<file path="src/rtl/tmds_serializer_sdr.sv">
`default_nettype none
// ============================================================================
// tmds_serializer_sdr : 10:1 SDR TMDS lane serializer, LSB first; pixel_clk is
//                       sampled as a word strobe. Option macro: TMDS_SER_LOCK_EN
// Revision: 1.0
// ============================================================================
module tmds_serializer_sdr #(
   parameter int WORD_W   = 10,
   parameter int SYNC_LEN = 2
) (
   input  logic              serial_clk,
   input  logic              rst,
   input  logic              pixel_clk,
   input  logic [WORD_W-1:0] din,
   output logic              dout,
   output logic              dout_p,
   output logic              dout_n,
   output logic              locked
);

   localparam int               CNT_W    = (WORD_W > 2) ? $clog2(WORD_W) : 1;
   localparam logic [CNT_W-1:0] CNT_LAST = CNT_W'(WORD_W - 1);

   typedef enum logic [0:0] {
      ST_IDLE = 1'b0,
      ST_RUN  = 1'b1
   } state_t;

   logic [SYNC_LEN-1:0] sync_q;
   logic                hist_q;
   logic                rise;
   logic                load;
   state_t              state;
   logic [WORD_W-1:0]   shreg;
   logic [CNT_W-1:0]    cnt;

   always_ff @(posedge serial_clk) begin
      if (rst) begin
         sync_q <= '0;
         hist_q <= 1'b0;
      end else begin
         sync_q <= {sync_q[SYNC_LEN-2:0], pixel_clk};
         hist_q <= sync_q[SYNC_LEN-1];
      end
   end

   assign rise = sync_q[SYNC_LEN-1] & ~hist_q;

   // A rise landing on the flywheel point collapses into the same single load.
   assign load = rise | (cnt == CNT_LAST);

   always_ff @(posedge serial_clk) begin
      if (rst) begin
         state <= ST_IDLE;
         shreg <= '0;
         cnt   <= '0;
         dout  <= 1'b0;
      end else begin
         case (state)
            ST_IDLE: begin
               if (rise) begin
                  state <= ST_RUN;
                  dout  <= din[0];
                  shreg <= din >> 1;
                  cnt   <= '0;
               end
            end
            ST_RUN: begin
               if (load) begin
                  dout  <= din[0];
                  shreg <= din >> 1;
                  cnt   <= '0;
               end else begin
                  dout  <= shreg[0];
                  shreg <= shreg >> 1;
                  cnt   <= cnt + CNT_W'(1);
               end
            end
            default: state <= ST_IDLE;
         endcase
      end
   end

   assign dout_p = dout;
   assign dout_n = ~dout;

`ifdef TMDS_SER_LOCK_EN
   localparam int               GAP_W    = $clog2(WORD_W + 2);
   localparam logic [GAP_W-1:0] GAP_WORD = GAP_W'(WORD_W);
   localparam logic [GAP_W-1:0] GAP_MAX  = '1;

   // gap == 0 means no rise seen yet; it saturates so long gaps never alias WORD_W.
   logic [GAP_W-1:0] gap;
   logic             lock_q;

   always_ff @(posedge serial_clk) begin
      if (rst) begin
         gap    <= '0;
         lock_q <= 1'b0;
      end else if (rise) begin
         lock_q <= (gap == GAP_WORD);
         gap    <= GAP_W'(1);
      end else if ((gap != '0) && (gap != GAP_MAX)) begin
         gap <= gap + GAP_W'(1);
      end
   end

   assign locked = lock_q;
`else
   assign locked = ~rst;
`endif

endmodule
`default_nettype wire

</file>
<file path="config.mk">
export PLATFORM = sky130hd
export DESIGN_NAME = tmds_serializer_sdr
export DESIGN_NICKNAME = d
export VERILOG_FILES = /design/src/rtl/tmds_serializer_sdr.sv
export SDC_FILE = /design/constraint.sdc
export NUM_CORES = 1
export LEC_CHECK = 0
export ABC_AREA = 0
export CAP_MARGIN = 20
export CORE_MARGIN = 1
export CORE_UTILIZATION = 55
export DETAILED_ROUTE_END_ITERATION = 10
export GPL_TIMING_DRIVEN = 0
export PLACE_DENSITY_LB_ADDON = 0.3
export RECOVER_POWER = 25
export SLEW_MARGIN = 20
export SYNTH_ARGS = -nofsm -noshare
export SYNTH_HDL_FRONTEND = slang
export SYNTH_SLANG_ARGS = --single-unit
</file>
<file path="constraint.sdc">
create_clock -name serial_clk -period 4.37 [get_ports serial_clk]
set_clock_uncertainty 0.2 [all_clocks]
set_input_delay 0.6555 -clock serial_clk [delete_from_list [all_inputs] [get_ports serial_clk]]
set_output_delay 0.6555 -clock serial_clk [all_outputs]
set_load 0.02 [all_outputs]
</file>
# Word level (Yosys, flattened, before mapping)
# Cells that the tools add are included.
[op_classes]
n_addsub = 1
eq_ne = 2
muxes = 11
bitwise = 6
[op_table]
columns = ["cell", "n"]
rows = [
  ["one-hot mux 10 bit (2 select lines)", 1],
  ["2-to-1 mux 10 bit", 1],
  ["2-to-1 mux 9 bit", 1],
  ["2-to-1 mux 4 bit", 2],
  ["one-hot mux 4 bit (2 select lines)", 1],
  ["adder 4 x 1 -> 4 bit (second input constant)", 1],
  ["== test 4 bit (second input constant)", 1],
  ["2-to-1 mux 1 bit", 4],
  ["NOT 1 bit", 4],
  ["inequality test 2 bit (second input constant)", 1],
  ["one-hot mux 1 bit (2 select lines)", 1],
  ["AND 1 bit", 1],
  ["bitwise OR 1 bit", 1],
]
[totals]
reg_bits = 19
output_inout_bits = 4

# Longest topological paths before layout
# Gate-level depths: netlist (run 1).
[logic_depth]
ltp_word = 5
mapped_depth = 6
mapped_depth_nobuf = 5

# Worst setup path before layout (run 1)
# OpenSTA, ideal clock, no wires.
[synth_timing]
kind = "in2out"
from = "input port rst"
to = "output port locked"
arrival_ns = 0.957
path_slack_ns = 2.557
cell_stages = 2
path_cell_list = "inv_1 -> buf_2"
[synth_via]
elab_chain_len = 1
[synth_lines]
columns = ["item", "line", "source"]
rows = [
  ["from (decl)", "12", "input logic rst,"],
  ["NOT 1 bit", "110", "assign locked = ~rst;"],
  ["to (decl)", "18", "output logic locked"],
]
# Every way passes these cells.

# Final worst setup path (run 1)
# Same ends and word-level chain as after synthesis.

==> metrics.txt, run 1 <==
total CTS buffers=3; vias in the first global route=754; period utilization=0.731; CP Capture Type=primary output; ANT cells=0; largest net degree at the start of global routing=11; Post-CTS Setup Repair Bufs=0; first-pass GRT wire length=about 3.3 mm; Syn. warnings=0; clock sink count=18; Final TNS setup=0 ns; synth unique cells=25; syn nets=118; WS Path Type=in -> out; Remaining DRCs=0; Critical Path Fanout Max=10; Hold Slack=about 0.27 ns; TritonCTS clock tree=built; Worst Tran Pin Value=roughly 0.44 ns; initial core utilization=0.585; pre-CTS WS=about 1.3 ns; worst min-delay path startpoint=sync_q[0]; Max-cap violations=0; Critical R2R Launch=cnt[0]; Via Count=a little under 900; Skew-Pair Late Insertion Delay=approximately 0.3 ns; crit path launch=rst; placed instance count=between 100 and 150; Detailed Routing Iterations Pass 1=4; syn avg cell area=9.69 um2; Syn-to-layout area delta=21.1%; dpl hpwl=between 1 and 1.5 mm; Die ar.=between 1500 and 2000 um2; Slew Limit Fails=0; commonest non-fill, non-tap cell in the layout=dfxtp_1; # fillers=140; initial antenna violation count=0; Longest Clk Path Bufs=2; CTS Hold Buffers Added=0; Post-Layout Cell Count=147; PostCTS Resize Cnt=0; Slew headroom=0.704; synthesized instance count=between 100 and 150; commonest non-fill, non-tap cells in the layout=18 x dfxtp_1, 15 x clkdlybuf4s50_1, 13 x nor2b_1, 12 x inv_1, 10 x nand4_1; num ports=17; global-route usage over all layers=0.224; initial DRC count=14; Startpoint Class=input pin; RSZ-0062 raised after global routing=false; Final nets=around 140; WP data arrival=2.34 ns; Routed WL=approximately 2.0 mm; status=finished, final reports clean; layout cells sized above 1=0.213; final hold vios=0; CTS Root Cell=clkbuf_4; Via density=slightly above 6; Final GP Congestion=~0.81; core area=about 1700 um2; # rows=15; register area share after synthesis=0.361; LEAKAGE=approximately 0.44 nW; Peak VDD IR=196 uV; port bufs=16; Cell Pwr Density=roughly 270 nW/um2; clk slew on worst S/H paths=~0.11 ns; Max Clk Rate=0.313 GHz; Data required, critical path=3.51 ns; setup ws final=1.17 ns; Final setup viols=0; cell area after synthesis=approximately 1000 um2; global route total overflow=0; H-tree levels=1; Post-DRT Antenna Nets=0; fin crit period=about 3.2 ns; WL/cell=13.6 um; die height=around 45 um; die width=~45 um; min-delay worst type=reg -> reg; register bit count reported by yosys=18
[kinds of logic (layout without fill, tap and decap cells)]
family,after synthesis,in the layout,synth area share
flops,18,18,0.361
fa+ha+maj,2,2,0.0251
simple gates,34,34,0.228
xor+xnor,1,1,0.00877
compound gates,25,25,0.259
buf+inv,23,42,0.118
[final cells by class]
type	instances	area (um2)	area share
Buffer	11	68.8	0.0569
Clock buffer	3	22.5	0.0186
Inverter	12	45.0	0.0373
Multi-Input combinational cell	62	520	0.431
Sequential cell	18	360	0.298
Tap cell	25	31.3	0.0259
Timing Repair Buffer	16	160	0.133
[metal layers]
metal	wire length, um	GRT usage	share of wire
met1	818	0.260	0.41
met5	0	0	0
met4	26	0.0970	0.013
met2	1050	0.391	0.53
met3	102	0.0490	0.051
[critical path, stage by stage]
cell and delay (ns):
dlygate4sd3_1 0.66, inv_1 0.15, buf_2 0.24, clkdlybuf4s50_1 0.64
[flip-flops by register name, summed over array words and instances (netlist names)]
register and cells:
shreg 9, cnt 4, sync_q 2, dout 1, hist_q 1, state 1
[worst paths after layout]
| path | endpoint | slack [ns] | cells after the start |
|---|---|---|---|
| min reg2reg | sync_q[1] | 0.27 | 1 |
| max reg2reg | shreg[7] | 2.86 | 5 |
| min | sync_q[1] | 0.27 | 1 |
| max | locked | 1.17 | 4 |
[power by group]
part / switching, mW / internal (mW)
Sequential: 0.00416 / 0.173
Combinational: 0.0306 / 0.0306
Clock: 0.0538 / 0.0322
Total: 0.0886 / 0.235
[cell usage after synthesis (all sizes together)]
| cell | count | area share |
|---|---|---|
| a211o | 1 | 0.0088 |
| a211oi | 1 | 0.013 |
| a21oi | 2 | 0.010 |
| a32o | 1 | 0.010 |
| and3 | 1 | 0.011 |
| buf | 11 | 0.073 |
| dfxtp | 18 | 0.36 |
| ha | 2 | 0.025 |
| inv | 12 | 0.045 |
| nand2 | 2 | 0.0075 |
| nand2b | 1 | 0.0063 |
| nand3 | 4 | 0.025 |
| nand3b | 1 | 0.020 |
| nand4 | 10 | 0.063 |
| nand4b | 1 | 0.0088 |
| nor2b | 13 | 0.081 |
| nor3 | 1 | 0.0050 |
| o211ai | 9 | 0.068 |
| o221ai | 9 | 0.14 |
| o22ai | 1 | 0.0063 |
| o2bb2ai | 1 | 0.0088 |
| xor2 | 1 | 0.0088 |
[per-stage QoR]
stage / power, mW / utilization / instance area (um2)
detailed placement: 0.243 / 0.697 / 1190
global route: 0.335 / 0.708 / 1210
global placement: 0.241 / 0.697 / 1190
finish: 0.324 / 0.708 / 1210
CTS: 0.327 / 0.710 / 1210
floorplan: 0.219 / - / 998
No activity file was read; power rests on OpenSTA's default activity.
==> inputs of run 2 (changes only) <==
- CORE_UTILIZATION: 55 -> 46
- clock period: 4.37 -> 2.91 ns (I/O delays scaled with it)
==> run 2 against run 1 <==
Sequential power increased by 50%. Global-route usage down 2.6 points. Register-to-register slack worse by 1.5 ns. First-iteration DRC count is 43% higher. Critical path type unchanged. Largest cell class unchanged. Largest power group unchanged.
==> metrics.txt, run 2 (synthesis results as in run 1) <==
status=finished, final reports clean; Final nets=139 (unchanged); Final GP Congestion=0.778 (-3.6%); max reg flops=9 (unchanged); LEAKAGE=0.451 nW (+1.4%); period utilization=0.949; dpl hpwl=1.41 mm (-1.7%); num ports=17 (unchanged); post-place instance area=1190 um2 (+0.21%); # fillers=181 (+29%); Post-CTS Setup Repair Bufs=0 (unchanged); Post-Layout Cell Count=150 (+2.0%); TritonCTS clock tree=built; Slew headroom=0.702 (-0.00216); clock sink count=18 (unchanged); Via Count=860 (-3.0%); Post-DRT Antenna Nets=0 (unchanged); final instance area=1220 um2 (+0.93%); Peak VDD IR=354 uV (+81%); combinational fraction of design power=0.179 (-0.010); CP Cell Sequence=dlygate4sd3_1 > inv_1 > buf_2 > clkdlybuf4s50_1; CP top delay family=buffers and inverters; FF/Latch Area=360 um2 (unchanged); Via density=5.73 (-5.0%); largest reg by FF count=shreg; commonest non-fill, non-tap cells in the layout=18 x dfxtp_1, 15 x clkdlybuf4s50_1, 13 x nor2b_1, 12 x inv_1, 10 x nand4_1; final hold vios=0 (unchanged); total CTS buffers=3 (unchanged); setup ws final=0.149 ns (-1.02 ns); Detailed Routing Iterations Pass 1=4 (unchanged); WP data arrival=2.12 ns (-0.22 ns); CP Capture Type=primary output; Worst Tran Pin Value=0.447 ns (+0.00324 ns); CTS Hold Buffers Added=0 (unchanged); Psw=0.138 mW (+56%); Internal=0.382 mW (+62%); initial antenna violation count=0 (unchanged); vias in the first global route=820 (+8.8%); Max-cap violations=0 (unchanged); Syn-to-layout area delta=22.2%; Cell Pwr Density=426 nW/um2 (+59%); Final TNS setup=0 ns (unchanged); core area=2000 um2 (+17%); fin crit period=roughly 2.8 ns; global route total overflow=0 (unchanged); Critical Path Fanout Max=10 (unchanged); # rows=16 (+1); die height=48.6 um (+8.9%); min-delay worst type=reg -> reg; WS Path Type=in -> out; Die ar.=2360 um2 (+19%); Routed WL=2.13 mm (+6.8%); H-tree levels=1 (unchanged); largest registers=shreg (9), cnt (4), sync_q (2); first-pass GRT wire length=3.65 mm (+12%); Skew-Pair Late Insertion Delay=0.31 ns (about the same); placed instance count=146 (+1.4%); pre-CTS WS=0.244 ns (-1.01 ns); layout cells sized above 1=0.211 (-0.00173); RSZ-0062 raised after global routing=false; die width=48.6 um (+8.9%); share of total power in sequential cells=0.510 (-0.035); commonest non-fill, non-tap cell in the layout=dfxtp_1; Longest Clk Path Bufs=2 (unchanged); port bufs=16 (unchanged); ANT cells=0 (unchanged); Final setup viols=0 (unchanged); Max Clk Rate=~0.36 GHz; Sw Share=0.266 (-0.00765); Slew Limit Fails=0 (unchanged); buffer and inverter count on the worst path=4 (unchanged); CTS Root Cell=clkbuf_4; initial DRC count=20 (+6); Data required, critical path=2.27 ns (-1.24 ns); CP max stage delay=0.66 ns (about the same); Startpoint Class=input pin; PostCTS Resize Cnt=0 (unchanged); Remaining DRCs=0 (unchanged); clock share of power=0.310 (+0.044); global-route usage over all layers=0.198 (-0.0260); Worst path slowest cell=dlygate4sd3_1; multi-input logic area=515 um2 (-0.96%); largest net degree at the start of global routing=11 (unchanged); clk slew on worst S/H paths=0.10 ns (about the same); initial core utilization=0.499 (-0.0859); WL/cell=14.2 um (+4.7%)
run 2: worst paths after layout:
check / start / endpoint / slack, ns / cells after the start
worst min-delay path: sync_q[0] / sync_q[1] / 0.26 / 1
worst max register to register: cnt[0] / shreg[7] / 1.36 / 5
worst min register to register: sync_q[0] / sync_q[1] / 0.26 / 1
worst max-delay path: rst / locked / 0.15 / 4
run 2: area by class of cell:
| type | count | area share |
|---|---|---|
| Multi-Input combinational cell | 62 | 0.423 |
| Sequential cell | 18 | 0.295 |
| Timing Repair Buffer | 16 | 0.131 |
| Buffer | 11 | 0.0564 |
| Inverter | 12 | 0.0369 |
| Clock buffer | 4 | 0.0297 |
| Tap cell | 27 | 0.0277 |
run 2: power by group through the flow:
stage | clock network [mW] | logic [mW] | registers, mW
2_1_floorplan | 0 | 0.0578 | 0.270
3_3_place_gp | 0 | 0.0922 | 0.270
3_5_place_dp | 0 | 0.0939 | 0.271
4_1_cts | 0.163 | 0.0944 | 0.265
5_1_grt | 0.170 | 0.101 | 0.267
6_report | 0.161 | 0.0933 | 0.265
run 2: per-stage QoR:
step           utilization  power, mW  hold slack [ns]
2_1_floorplan            -      0.328            0.214
3_5_place_dp         0.596      0.364            0.229
3_3_place_gp         0.596      0.363            0.230
6_report             0.609      0.520            0.258
4_1_cts              0.614      0.522            0.260
5_1_grt              0.609      0.537            0.282
run 2: metal layers:
metal / GRT usage / routed length (um)
met4: 0.0931 / 45
met5: 0 / 0
met3: 0.0314 / 106
met1: 0.251 / 982
met2: 0.326 / 1000
